## config.mk

```make
export PLATFORM = sky130hd
export DESIGN_NAME = bram_image_loader
export DESIGN_NICKNAME = d
export VERILOG_FILES = /design/src/rtl/bram_image_loader.sv
export SDC_FILE = /design/constraint.sdc
export NUM_CORES = 1
export LEC_CHECK = 0
export CORE_ASPECT_RATIO = 1.5
export CORE_MARGIN = 5
export CORE_UTILIZATION = 56
export CTS_CLUSTER_DIAMETER = 150
export CTS_CLUSTER_SIZE = 28
export DETAILED_ROUTE_END_ITERATION = 12
export GPL_TIMING_DRIVEN = 0
export PLACE_DENSITY = 0.76
export SYNTH_ARGS = -nofsm -noshare
export SYNTH_HDL_FRONTEND = slang
export SYNTH_SLANG_ARGS = --single-unit
```

## constraint.sdc

```tcl
create_clock -name clk -period 3.2 [get_ports clk]
set_clock_uncertainty 0.15 [all_clocks]
set_input_delay 0.64 -clock clk [delete_from_list [all_inputs] [get_ports clk]]
set_output_delay 0.64 -clock clk [all_outputs]
set_load 0.02 [all_outputs]
```

## src/rtl/bram_image_loader.sv

```systemverilog
// bram_image_loader: writes one sync-framed UART image into BRAM port A and
// holds the CNN pipeline in reset until a complete frame has been written.
module bram_image_loader #(
    parameter int         NUM_PIXELS     = 784,
    parameter int         ADDR_BIT       = 10,
    parameter logic [7:0] SYNC_BYTE      = 8'hAA,
    parameter int         TIMEOUT_CYCLES = 1_000_000,
    parameter int         TO_BIT         = 20,
    parameter int         CNN_RST_CYCLES = 4
) (
    input  logic                clk,
    input  logic                rst,
    input  logic [7:0]          rx_data,
    input  logic                rx_valid,
    output logic                wea,
    output logic [ADDR_BIT-1:0] addra,
    output logic [7:0]          dina,
    output logic                busy,
    output logic                frame_done,
    output logic                timeout_err,
    output logic                cnn_rst_n
);

    typedef enum logic [1:0] {
        IDLE    = 2'd0,
        LOAD    = 2'd1,
        RELEASE = 2'd2
    } state_t;

    localparam logic [ADDR_BIT-1:0] LAST_PIX = ADDR_BIT'(NUM_PIXELS - 1);
    localparam logic [TO_BIT-1:0]   TO_LAST  = TO_BIT'(TIMEOUT_CYCLES - 1);
    localparam logic [2:0]          REL_LAST = 3'(CNN_RST_CYCLES - 1);

    state_t              state_r, state_s;
    logic [ADDR_BIT-1:0] pix_cnt_r, pix_cnt_s;
    logic [TO_BIT-1:0]   to_cnt_r, to_cnt_s, to_inc_s;
    logic [2:0]          rel_cnt_r, rel_cnt_s;
    logic                wea_s;
    logic [ADDR_BIT-1:0] addra_s;
    logic [7:0]          dina_s;
    logic                frame_done_s;
    logic                timeout_err_s;
    logic                cnn_rst_n_s;

    // Next-state and next-output logic; every output is registered below.
    always_comb begin
        state_s       = state_r;
        pix_cnt_s     = pix_cnt_r;
        to_cnt_s      = to_cnt_r;
        rel_cnt_s     = rel_cnt_r;
        wea_s         = 1'b0;
        addra_s       = addra;
        dina_s        = dina;
        frame_done_s  = 1'b0;
        timeout_err_s = timeout_err;
        cnn_rst_n_s   = cnn_rst_n;
        // The timeout compares the post-increment count so that the abort is
        // visible exactly TIMEOUT_CYCLES cycles after the last accepted byte.
        to_inc_s      = to_cnt_r + TO_BIT'(1);

        case (state_r)
            IDLE: begin
                if (rx_valid && (rx_data == SYNC_BYTE)) begin
                    state_s       = LOAD;
                    pix_cnt_s     = '0;
                    to_cnt_s      = '0;
                    cnn_rst_n_s   = 1'b0;
                    timeout_err_s = 1'b0;
                end else begin
                    state_s = IDLE;
                end
            end
            LOAD: begin
                if (rx_valid) begin
                    wea_s    = 1'b1;
                    addra_s  = pix_cnt_r;
                    dina_s   = rx_data;
                    to_cnt_s = '0;
                    if (pix_cnt_r == LAST_PIX) begin
                        // Counter parks on the last address instead of wrapping.
                        state_s   = RELEASE;
                        rel_cnt_s = 3'd0;
                    end else begin
                        pix_cnt_s = pix_cnt_r + ADDR_BIT'(1);
                    end
                end else if (to_inc_s == TO_LAST) begin
                    // Partial frame: abort and keep the CNN in reset.
                    timeout_err_s = 1'b1;
                    cnn_rst_n_s   = 1'b0;
                    state_s       = IDLE;
                end else begin
                    to_cnt_s = to_inc_s;
                end
            end
            RELEASE: begin
                if (rel_cnt_r == REL_LAST) begin
                    cnn_rst_n_s  = 1'b1;
                    frame_done_s = 1'b1;
                    state_s      = IDLE;
                end else begin
                    rel_cnt_s = rel_cnt_r + 3'd1;
                end
            end
            default: begin
                // Illegal encoding: recover through a full CNN reset cycle.
                state_s     = RELEASE;
                rel_cnt_s   = 3'd0;
                cnn_rst_n_s = 1'b0;
            end
        endcase
    end

    // State, counters and registered outputs; reset enters RELEASE so the
    // BRAM init image is classified once.
    always_ff @(posedge clk or posedge rst) begin
        if (rst) begin
            state_r     <= RELEASE;
            pix_cnt_r   <= '0;
            to_cnt_r    <= '0;
            rel_cnt_r   <= 3'd0;
            wea         <= 1'b0;
            addra       <= '0;
            dina        <= 8'h00;
            busy        <= 1'b1;
            frame_done  <= 1'b0;
            timeout_err <= 1'b0;
            cnn_rst_n   <= 1'b0;
        end else begin
            state_r     <= state_s;
            pix_cnt_r   <= pix_cnt_s;
            to_cnt_r    <= to_cnt_s;
            rel_cnt_r   <= rel_cnt_s;
            wea         <= wea_s;
            addra       <= addra_s;
            dina        <= dina_s;
            busy        <= (state_s != IDLE);
            frame_done  <= frame_done_s;
            timeout_err <= timeout_err_s;
            cnn_rst_n   <= cnn_rst_n_s;
        end
    end

endmodule

```

# After elaboration in Yosys (flattened, before gate mapping)
# Cells that the tools add are included.
# word_totals
register_bits	58
in_bits	11
elab_cells	70
output_inout_bits	23
# classes
muxes	30
bitwise_logic	1
eq_ne	15
n_reduce_logical	10
add_sub_neg	3
# op_table
operator	n
20-bit two-way mux	3
20-bit case mux with 2 select lines	1
10-bit two-way mux	3
20-bit by 1-bit adder with 20-bit output (second input constant)	1
20-bit equality test (second input constant)	1
10-bit case mux with 2 select lines	1
2-bit != test (second input constant)	8
4-bit AND reduction	4
1-bit two-way mux	11
10-bit by 1-bit adder with 10-bit output (second input constant)	1
10-bit equality test (second input constant)	1
3-bit two-way mux	3
3-bit case mux with 3 select lines	1
8-bit equality test (second input constant)	1
2-bit two-way mux	4
2-bit case mux with 3 select lines	1
2-bit nonzero test	2
3-bit by 1-bit adder with 3-bit output (second input constant)	1
3-bit by 2-bit equality test with 1-bit output (second input constant)	1
3-bit != test (second input constant)	1
1-bit case mux with 3 select lines	1
3-bit AND reduction	1
2-bit by 1-bit equality test with 1-bit output (second input constant)	1
2-bit equality test (second input constant)	1
other kinds (5)	5

# Longest topological paths before layout
# Gate-level depths: netlist (run 1).
# logic_depth
word_depth	6
depth_mapped	10
ltp_nobuf	7

# Least setup slack after synthesis (run 1)
# OpenSTA, ideal clock, no wires.
# synth_path
kind	reg2reg
from	register to_cnt_r[0]
to	register to_cnt_r[1]
n_path_buf	2
t_required_ps	2925
synth_period_minus_slack_ps	2468
t_arrival_ps	2193
setup_time_ps	125
slack_ps	732
stages_incl_launch_ff	10
path_cell_list	dfrtp_1 ha_1 and3_1 buf_2 and4_1 xor2_1 o2111ai_2 o31a_1 buf_6 mux2_4
# synth_between
elab_chain_len	4
elab_cells_between_ends	7
classes_between	1 x add/sub; 2 x eq/ne; 3 x mux; 1 x reduce/logical
# synth_lines
element	line	text
from (decl)	36	logic [TO_BIT-1:0] to_cnt_r, to_cnt_s, to_inc_s;
from (signal assigned)	131	to_cnt_r <= to_cnt_s;
20-bit by 1-bit adder with 20-bit output (*)	59	to_inc_s = to_cnt_r + TO_BIT'(1);
20-bit equality test or 20-bit two-way mux (tied branches)	86	end else if (to_inc_s == TO_LAST) begin
3-bit != test (no source line) or 20-bit two-way mux (tied branches)	-	
3-bit AND reduction (no source line) or 20-bit case mux with 2 select lines (tied branches)	-	
# Every way passes the cells marked *; elsewhere a longest branch is shown, timed or not. The select of a mux whose other input is x is not followed.
# A chain may end at the register's enable or synchronous reset.

# Final worst setup path (run 1)
# layout_path
from	input rx_data[7]
to	register timeout_err
# layout_between
elab_chain_len	4
# layout_lines
element	line	text
from (decl)	13	input logic [7:0] rx_data,
8-bit equality test	63	if (rx_valid && (rx_data == SYNC_BYTE)) begin
1-bit logical AND	63	
2-bit != test (no source line)	-	
4-bit AND reduction (no source line)	-	
to (signal assigned)	138	timeout_err <= timeout_err_s;
to (decl)	20	output logic timeout_err,
# Every way passes these cells.

==> summary.txt, run 1 <==
Setup path
  – Crit path DAT: 2.99 ns
  – Crit Path Category: in2reg
  – Crit-path cells: clkdlybuf4s50_1 -> nor4bb_1 -> nand4_1 -> nor3_1 -> inv_1 -> o21a_1
  – CP Capture Type: register
  – Slowest cell on crit path: nor3_1
  – CP peak stage delay: a little over 0.9 ns
  – Largest fanout on the critical path: 9
  – Critical Path RT: roughly 3.3 ns
  – CP Launch Type: input port

Final layout
  – Final #Nets: 377
  – Most frequent cells in the layout: 56 x dfrtp_1, 35 x nand2_1, 33 x clkdlybuf4s50_1, 19 x nor2_1, 18 x inv_1
  – Area of the multi-input gates: between 1000 and 1500 um^2
  – Antenna Cells: 0
  – Fillers: 425
  – Share of cells above drive strength 1: 13.9%
  – Area Growth Syn to Fin: 22.2%
  – Most common cell after layout, fill and taps aside: dfrtp_1
  – Sequential Area: roughly 1500 um^2
  – Fin util: a little over two thirds

Global route
  – Number of global-route vias before repair: approximately 2,600
  – Global-route wire length before repair: about 12,000 um
  – Initial antenna violation count: 0
  – Grt ovf: 0
  – Total track usage: between 20% and 30%
  – Largest net degree at the start of global routing: 44

Routing
  – WL final: 7110 um
  – Routed len/inst: around 16 um
  – Detail Route Antenna Nets: 0
  – Residual DRC: 0
  – DR vias/cell: slightly below 6
  – Initial drt markers: between 100 and 150
  – Pre-antenna DRT Iters: 4
  – Vias: ~2,500

Clock network
  – Clk root buf: clkbuf_8
  – Max Root-Sink Buffers: 2
  – CTS Sinks: 58
  – TritonCTS buffer count: 9
  – CTS tree: done
  – Clock transition at path regs: 0.07 ns
  – # hold bufs at CTS: 0
  – H-tree levels: 3
  – Setup repair bufs after CTS: 0
  – Skew-Pair Late Insertion Delay: around 0.34 ns
  – PostCTS Resize Cnt: 0

Timing
  – Slew Limit Fails: 0
  – Final number of setup-violating endpoints: 0
  – Final hold vios: 0
  – Max-slew headroom: around 26%
  – Slew of the pin with the lowest slew margin: about 1.1 ns
  – Final period util: 91.0%
  – Final hold slack: around 0.33 ns
  – RSZ-0062 raised after global routing: false
  – Final min period: 2.91 ns
  – Setup TNS Final: 0 ns
  – Fmax: 343 MHz

Synthesis
  – Post-synth ARST share: 100%
  – Syn Std Cell Area: about 3000 um^2
  – Register area share after synthesis: a little under half
  – Syn avg cell area: between 9 and 10 um^2
  – Post-synth EDFFs: 0
  – Post-Syn Nets: between 300 and 400
  – YS warnings: 0
  – Library cells used by synthesis: 47
  – Synthesis-stage register bit count: between 50 and 60
  – Most used flip-flop cell after synthesis: dfrtp_1
  – Cell count after synthesis: about 320

Floorplan
  – Die area: between 7000 and 8000 um^2
  – I/O pin count: 34
  – Chip width: about 70 um
  – Initial Util: 56.8%
  – Core ar.: between 5000 and 6000 um^2
  – Site row count: 33
  – Height of the chip: 100 um

Power and ir drop
  – PD cells: around 570 nW/um^2
  – LEAKAGE: 0.00163 uW
  – Total power: ~2100 uW
  – Worst VDD drop: between 0.0005 and 0.0006 V

Min path
  – HP Class: reg2reg

Placement
  – Final HPWL DP: 5010 um
  – Port Buffers: 33
  – Placer Congestion: approximately 0.85

Status
  – Status: finished, final reports clean

Job
  – Max Cap Violations: 0
## critical path: cells and delay by family
kind                   cells  cell delay (ns)
AND/OR/NAND/NOR            3             1.54
AO/OA/AOI/OAI              1             0.16
buffers and inverters      2             0.65
## cell families (layout without fill, tap and decap cells)
family | count (synthesis) | in the layout | share of synthesized area (%)
and+or+nand+nor | 116 | 116 | 19.6
AOI/OAI and AO/OA | 65 | 65 | 13.9
DFF | 58 | 58 | 47.7
buffers and inverters | 40 | 90 | 6.08
muxes | 17 | 17 | 6.32
xor gates and xnor gates | 15 | 15 | 4.31
adders and majority gates | 5 | 5 | 2.05
## cell type report
type                       count  share of cell area (%)
sequential                    58                    39.1
multi-input combinational    218                    37.8
timing repair buffer          34                    9.41
clock buffer                  12                    4.44
buffer                        21                    3.06
tap                           70                    2.35
clock inverter                 4                    1.95
inverter                      19                    1.92
## final timing paths
| kind | from | end | slack [ns] | cells past startpoint |
|---|---|---|---|---|
| worst max-delay path | rx_data[7] | timeout_err | 0.29 | 6 |
| worst min register to register | addra[1] | addra[1] | 0.33 | 2 |
| worst min-delay path | addra[1] | addra[1] | 0.33 | 2 |
| min in group asynchronous | rst | to_cnt_r[10] | 0.45 | 2 |
| max in group asynchronous | rst | state_r[1] | 1.84 | 3 |
| worst max register to register | to_cnt_r[1] | to_cnt_r[1] | 0.39 | 9 |
## cells in the mapped netlist (7+ instances only)
| cell | n | area [um^2] |
|---|---|---|
| dfrtp_1 | 56 | 1400 |
| clkbuf_1 | 8 | 30.0 |
| xnor2_1 | 8 | 70.1 |
| buf_2 | 10 | 50.1 |
| a31oi_1 | 15 | 93.8 |
| nand4_1 | 11 | 68.8 |
| nand3_1 | 12 | 60.1 |
| or3_1 | 8 | 50.1 |
| and3_1 | 7 | 43.8 |
| o21ai_0 | 16 | 80.1 |
| inv_1 | 19 | 71.3 |
| nand2_1 | 35 | 131 |
| mux2_2 | 14 | 158 |
| xor2_1 | 7 | 61.3 |
| a21oi_1 | 9 | 45.0 |
| nor3_1 | 7 | 35.0 |
| and4_1 | 8 | 70.1 |
| nor2_1 | 19 | 71.3 |
## layer usage
metal  vias up  global-route usage (%)  share of wire, %
li1       1225                       -                 -
met1      1234                    24.3                39
met4         0                    8.70               1.5
met2        45                    41.0                56
met5         -                       0                 0
met3         9                    5.51               2.9
## flip-flops by register name, summed over array words and instances (netlist names)
name and flops:
to_cnt_r 20, addra 10, pix_cnt_r 10, dina 8, rel_cnt_r 3, state_r 2, busy 1, cnn_rst_n 1
frame_done 1, timeout_err 1, wea 1
## per-stage QoR
step                      cells  instance area [um^2]  setup WS (ns)
final                       436                  3720          0.287
after global routing        436                  3720         0.0789
after CTS                   436                  3720          0.348
after detailed placement    420                  3480        -0.0118
after global placement      419                  3460         -0.104
after floorplan             316                  3050          0.732
## power breakdown
| group | total [uW] | internal (uW) | switching (uW) |
|---|---|---|---|
| Combinational | 406 | 195 | 211 |
| Sequential | 901 | 823 | 77.9 |
| Clock | 801 | 501 | 300 |
| Total | 2110 | 1520 | 589 |
(Power assumes the default switching activity.)
==> run 2: changes to the inputs <==
--- a/config.mk
+++ b/config.mk
@@ -12,7 +12,7 @@
 export CTS_CLUSTER_SIZE = 28
 export DETAILED_ROUTE_END_ITERATION = 12
 export GPL_TIMING_DRIVEN = 0
-export PLACE_DENSITY = 0.76
+export PLACE_DENSITY = 0.81
 export SYNTH_ARGS = -nofsm -noshare
 export SYNTH_HDL_FRONTEND = slang
 export SYNTH_SLANG_ARGS = --single-unit
==> run 2 against run 1 <==
Register-to-register slack barely moved. Global-route usage down 0.20 points. Combinational power hardly changed. Core utilization is 1.2 points lower. Via count is 2.8% higher. Worst hold slack improved by 0.0049 ns. Non-clock buffer count unchanged. Maximum frequency is 3.2% higher. Highest routed layer unchanged.
==> summary.txt, run 2 (synthesis gave the netlist of run 1 again) <==
Placement
  – Placed Cells: 420
  – Placer Congestion: around 0.83
  – Final HPWL DP: a little over 5000 um
  – Place WS: about 0.075 ns
  – Port Buffers: 33

Final layout
  – Most common cell after layout, fill and taps aside: dfrtp_1
  – Fin util: between 60% and 70%
  – Largest register FFs: 20
  – Fin cells: approximately 440
  – Most flops, register: to_cnt_r
  – Share of cells above drive strength 1: around 14%
  – Final #Nets: between 300 and 400
  – Antenna Cells: 0
  – Area Growth Syn to Fin: 20.0%
  – Top flop regs: to_cnt_r (20), addra (10), pix_cnt_r (10)
  – Most frequent cells in the layout: 56 x dfrtp_1, 35 x nand2_1, 33 x clkdlybuf4s50_1, 19 x nor2_1, 18 x inv_1

Global route
  – Total track usage: approximately 22%
  – Largest net degree at the start of global routing: 36
  – Global-route wire length before repair: roughly 12,000 um
  – Initial antenna violation count: 0
  – Grt ovf: 0
  – Number of global-route vias before repair: approximately 2,700

Routing
  – Vias: 2,584
  – Residual DRC: 0
  – WL final: between 7000 and 8000 um
  – Detail Route Antenna Nets: 0
  – DR vias/cell: about 5.9
  – Pre-antenna DRT Iters: 4
  – Routed len/inst: 16.3 um
  – Initial drt markers: between 100 and 150

Timing
  – Slew Limit Fails: 0
  – Final min period: approximately 2.8 ns
  – Max-slew headroom: approximately 30%
  – RSZ-0062 raised after global routing: false
  – Setup WS post-layout: around 0.38 ns
  – Fmax: about 350 MHz
  – Final period util: 88.2%
  – Final number of setup-violating endpoints: 0
  – Slew of the pin with the lowest slew margin: roughly 1.0 ns
  – Final hold vios: 0

Setup path
  – Worst r2r dst: to_cnt_r[1]
  – Crit Path Category: reg2reg
  – Critical Path RT: 3.27 ns
  – Crit path DAT: 2.89 ns
  – Reg2reg setup slack: roughly 0.38 ns
  – Worst r2r path cells: 9
  – Largest fanout on the critical path: 10
  – CP peak stage delay: around 0.43 ns
  – Worst path buffer plus inverter count: 2
  – CP Launch Type: register
  – R2R Path Start: to_cnt_r[1]
  – Crit-path cells: ha_1 -> and3_1 -> buf_2 -> nand2_1 -> o31ai_1 -> o2111ai_1 -> o31a_1 -> buf_6 -> mux2_4
  – CP Capture Type: register
  – Slowest cell on crit path: dfrtp_1
  – CP Launch Point: to_cnt_r[1]
  – Crit-path leading delay family: compound AO/OA/AOI/OAI gates

Clock network
  – Clock transition at path regs: roughly 0.07 ns
  – Clk root buf: clkbuf_8
  – # hold bufs at CTS: 0
  – TritonCTS buffer count: 9
  – CTS tree: done
  – Max Root-Sink Buffers: 2
  – CTS Sinks: just under 60
  – H-tree levels: 3
  – Setup repair bufs after CTS: 0
  – Skew-Pair Late Insertion Delay: 0.33 ns
  – PostCTS Resize Cnt: 0

Floorplan
  – Chip width: 70.2 um
  – Height of the chip: around 100 um
  – Die area: 7050 um^2
  – Site row count: 33
  – I/O pin count: 34
  – Core ar.: between 5000 and 6000 um^2
  – Initial Util: between 50% and 60%

Min path
  – Worst hold endpoint: dina[3]
  – Min-delay src: dina[3]
  – Worst hold stages: 2
  – HP Class: reg2reg

Status
  – Status: finished, final reports clean

Power and ir drop
  – LEAKAGE: approximately 0.0016 uW
  – PD cells: about 520 nW/um^2
  – Worst VDD drop: ~0.00034 V

Job
  – Max Cap Violations: 0
run 2: cell count changes in the layout (fill, tap and decap cells not counted):
cell	before	now
clkinv_2	1	3
clkinvlp_4	1	2
clkbuf_1	8	9
bufinv_16	2	0
clkbuf_8	12	10
run 2: area by class of cell:
type                       instances  area (um^2)
buffer                            21          114
clock buffer                      11          141
clock inverter                     5         30.0
fill                             429         1710
inverter                          19         71.3
multi-input combinational        218         1410
sequential                        58         1450
tap                               70         87.6
timing repair buffer              34          350
run 2: per-stage QoR:
step	instance area (um^2)	hold WS (ns)	power [uW]	TNS [ns]
after floorplan	3050	0.303	1160	0
after global placement	3460	0.312	1300	-2.56
after detailed placement	3480	0.319	1320	0
after CTS	3660	0.336	1910	0
after global routing	3660	0.356	2010	0
final	3660	0.335	1910	0
run 2: metal layers:
| metal | share of wire, % | vias up | track usage, % | wire, um |
|---|---|---|---|---|
| li1 | - | 1223 | - | - |
| met1 | 39 | 1278 | 25.1 | 2740 |
| met2 | 55 | 60 | 39.3 | 3890 |
| met3 | 3.1 | 23 | 3.01 | 223 |
| met4 | 3.5 | 0 | 12.5 | 251 |
| met5 | 0 | - | 0 | 0 |
run 2: worst max path at each step:
stage | end | slack, ns | cells past startpoint
3_5_place_dp | timeout_err | 0.07 | 6
5_1_grt | timeout_err | 0.24 | 6
2_1_floorplan | to_cnt_r[1] | 0.73 | 9
6_report | to_cnt_r[1] | 0.38 | 9
4_1_cts | to_cnt_r[1] | 0.41 | 9
3_3_place_gp | pix_cnt_r[6] | -0.05 | 2
run 2: power by group:
part	internal, uW	switching, uW
registers	823	80.6
clock network	298	300
logic	195	212
run 2: tightest hold or removal path, stage by stage (launching register included):
cell and delay (ns):
dfrtp_1 0.34, nand2_1 0.05, nand2_1 0.06
==> run 3: changes to the inputs <==
--- a/config.mk
+++ b/config.mk
@@ -6,13 +6,13 @@
 export NUM_CORES = 1
 export LEC_CHECK = 0
 export CORE_ASPECT_RATIO = 1.5
-export CORE_MARGIN = 5
-export CORE_UTILIZATION = 56
+export CORE_MARGIN = 4
+export CORE_UTILIZATION = 45
 export CTS_CLUSTER_DIAMETER = 150
 export CTS_CLUSTER_SIZE = 28
 export DETAILED_ROUTE_END_ITERATION = 12
 export GPL_TIMING_DRIVEN = 0
-export PLACE_DENSITY = 0.81
+export PLACE_DENSITY = 0.68
 export SYNTH_ARGS = -nofsm -noshare
 export SYNTH_HDL_FRONTEND = slang
 export SYNTH_SLANG_ARGS = --single-unit
==> run 3 against run 2 <==
Combinational power about the same. Non-clock buffer count unchanged. Sequential cell count unchanged. Final cell count increased by 1.4%. Routed wire length decreased by 1.7%. Highest routed layer unchanged.
==> summary.txt, run 3 (synthesis gave the netlist of run 1 again) <==
Placement
  – Place WS: about 0.013 ns
  – Placed Cells: between 400 and 500
  – Final HPWL DP: roughly 4900 um
  – Placer Congestion: about 0.83
  – Port Buffers: 33

Clock network
  – # hold bufs at CTS: 0
  – Setup repair bufs after CTS: 0
  – TritonCTS buffer count: 9
  – PostCTS Resize Cnt: 0
  – CTS Sinks: 58
  – Clk root buf: clkbuf_8
  – Clock transition at path regs: roughly 0.070 ns
  – H-tree levels: 3
  – CTS tree: done
  – Skew-Pair Late Insertion Delay: approximately 0.34 ns
  – Max Root-Sink Buffers: 2

Final layout
  – Most flops, register: to_cnt_r
  – Most common cell after layout, fill and taps aside: dfrtp_1
  – Top flop regs: to_cnt_r (20), addra (10), pix_cnt_r (10)
  – Largest register FFs: 20
  – Final #Nets: 377
  – Fin util: 56.7%
  – Share of cells above drive strength 1: between 10% and 20%
  – Most frequent cells in the layout: 56 x dfrtp_1, 35 x nand2_1, 33 x clkdlybuf4s50_1, 19 x nor2_1, 18 x inv_1
  – Area Growth Syn to Fin: 21.6%
  – Fin cells: 442
  – Antenna Cells: 0

Global route
  – Met3 usage: between 4 and 5%
  – Grt ovf: 0
  – Largest net degree at the start of global routing: 31
  – M1 GR Usage: between 20% and 30%
  – Met2 GRT Util: 32.1%
  – Global-route wire length before repair: ~12,000 um
  – GR peak layer: met2
  – Initial antenna violation count: 0
  – Number of global-route vias before repair: approximately 2,600
  – Total track usage: a little under a fifth

Routing
  – Routed len/inst: approximately 16 um
  – Pre-antenna DRT Iters: 4
  – Residual DRC: 0
  – Vias: around 2,500
  – Initial drt markers: 162
  – DR vias/cell: between 5 and 6
  – Detail Route Antenna Nets: 0
  – WL final: about 7000 um

Setup path
  – Largest fanout on the critical path: 10
  – Crit Path Category: reg2reg
  – Crit path DAT: approximately 3.0 ns
  – Crit-path cells: ha_1 -> and3_1 -> buf_2 -> nand2_1 -> o31ai_1 -> o2111ai_1 -> o31a_1 -> buf_6 -> mux2_4
  – Worst r2r path cells: 9
  – CP Capture Type: register
  – Slowest cell on crit path: dfrtp_1
  – CP peak stage delay: 0.44 ns
  – CP Launch Type: register
  – Reg2reg setup slack: ~0.25 ns
  – R2R Path Start: to_cnt_r[1]
  – Critical Path RT: around 3.3 ns
  – Worst r2r dst: to_cnt_r[1]

Min path
  – Worst hold endpoint: addra[1]
  – Min-delay src: addra[1]
  – Worst hold stages: 2
  – HP Class: reg2reg

Status
  – Status: finished, final reports clean

Job
  – Max Cap Violations: 0

Floorplan
  – I/O pin count: 34
  – Height of the chip: approximately 110 um
  – Chip width: roughly 75 um
  – Site row count: 36
  – Initial Util: 46.6%
  – Core ar.: around 6500 um^2
  – Die area: about 8200 um^2

Timing
  – Max-slew headroom: between 30% and 40%
  – Fmax: between 300 and 400 MHz
  – Final period util: between 90% and 100%
  – Slew Limit Fails: 0
  – Final min period: just under 3 ns
  – Final hold vios: 0
  – Slew of the pin with the lowest slew margin: a little over 1 ns
  – Final number of setup-violating endpoints: 0
  – Setup WS post-layout: about 0.25 ns
  – RSZ-0062 raised after global routing: false

Power and ir drop
  – Worst VDD drop: 0.000324 V
  – PD cells: between 500 and 600 nW/um^2
  – LEAKAGE: 0.00163 uW
==> run 3: cell types whose count changed in the layout (fill, tap and decap cells not counted) <==
cell,previous run,this run
clkbuf_8,10,12
clkinvlp_4,2,0
bufinv_16,0,1
clkbuf_1,9,8
clkinv_2,3,2
clkinv_4,0,1
==> run 3: final cells by class <==
class | count | area, um^2
Fill cell | 579 | 2830
Sequential cell | 58 | 1450
Multi-Input combinational cell | 218 | 1410
Timing Repair Buffer | 34 | 350
Clock buffer | 12 | 165
Buffer | 21 | 114
Tap cell | 76 | 95.1
Inverter | 19 | 71.3
Clock inverter | 4 | 48.8
==> run 3: worst max-delay path by stage <==
stage / to / slack, ns / start
2_1_floorplan: to_cnt_r[1] / 0.73 / to_cnt_r[0]
4_1_cts: to_cnt_r[1] / 0.31 / to_cnt_r[1]
6_report: to_cnt_r[1] / 0.25 / to_cnt_r[1]
5_1_grt: to_cnt_r[1] / 0.1 / to_cnt_r[1]
3_3_place_gp: to_cnt_r[18] / -0.14 / rst
3_5_place_dp: timeout_err / 0.01 / rx_data[7]
==> run 3: critical path, delay by kind of cell, from the launching register on <==
kind / cells / cell delay [ns]
compound gates: 3 / 1.06
flops: 1 / 0.44
buf+inv: 2 / 0.31
simple gates: 2 / 0.30
mux: 1 / 0.29
fa+ha+maj: 1 / 0.28
==> run 3: power breakdown <==
| part | internal (uW) | leakage [uW] | switching (uW) |
|---|---|---|---|
| Sequential | 823 | 0.000766 | 80.3 |
| Combinational | 195 | 0.000747 | 210 |
| Clock | 422 | 0.000112 | 302 |
| Total | 1440 | 0.00163 | 593 |
==> run 3: stage by stage <==
step	cell area (um^2)	power, uW	TNS, ns	hold WS [ns]
final	3710	2030	0	0.323
after global routing	3710	2130	0	0.364
after CTS	3710	2050	0	0.328
after detailed placement	3490	1320	0	0.313
after global placement	3470	1300	-7.50	0.308
after floorplan	3050	1160	0	0.303
==> run 3: layer usage <==
metal,wire length (um),share of wire (%),vias up
li1,-,-,1220
met1,2930,42,1234
met2,3650,52,61
met3,255,3.6,13
met4,155,2.2,0
met5,0,0,-
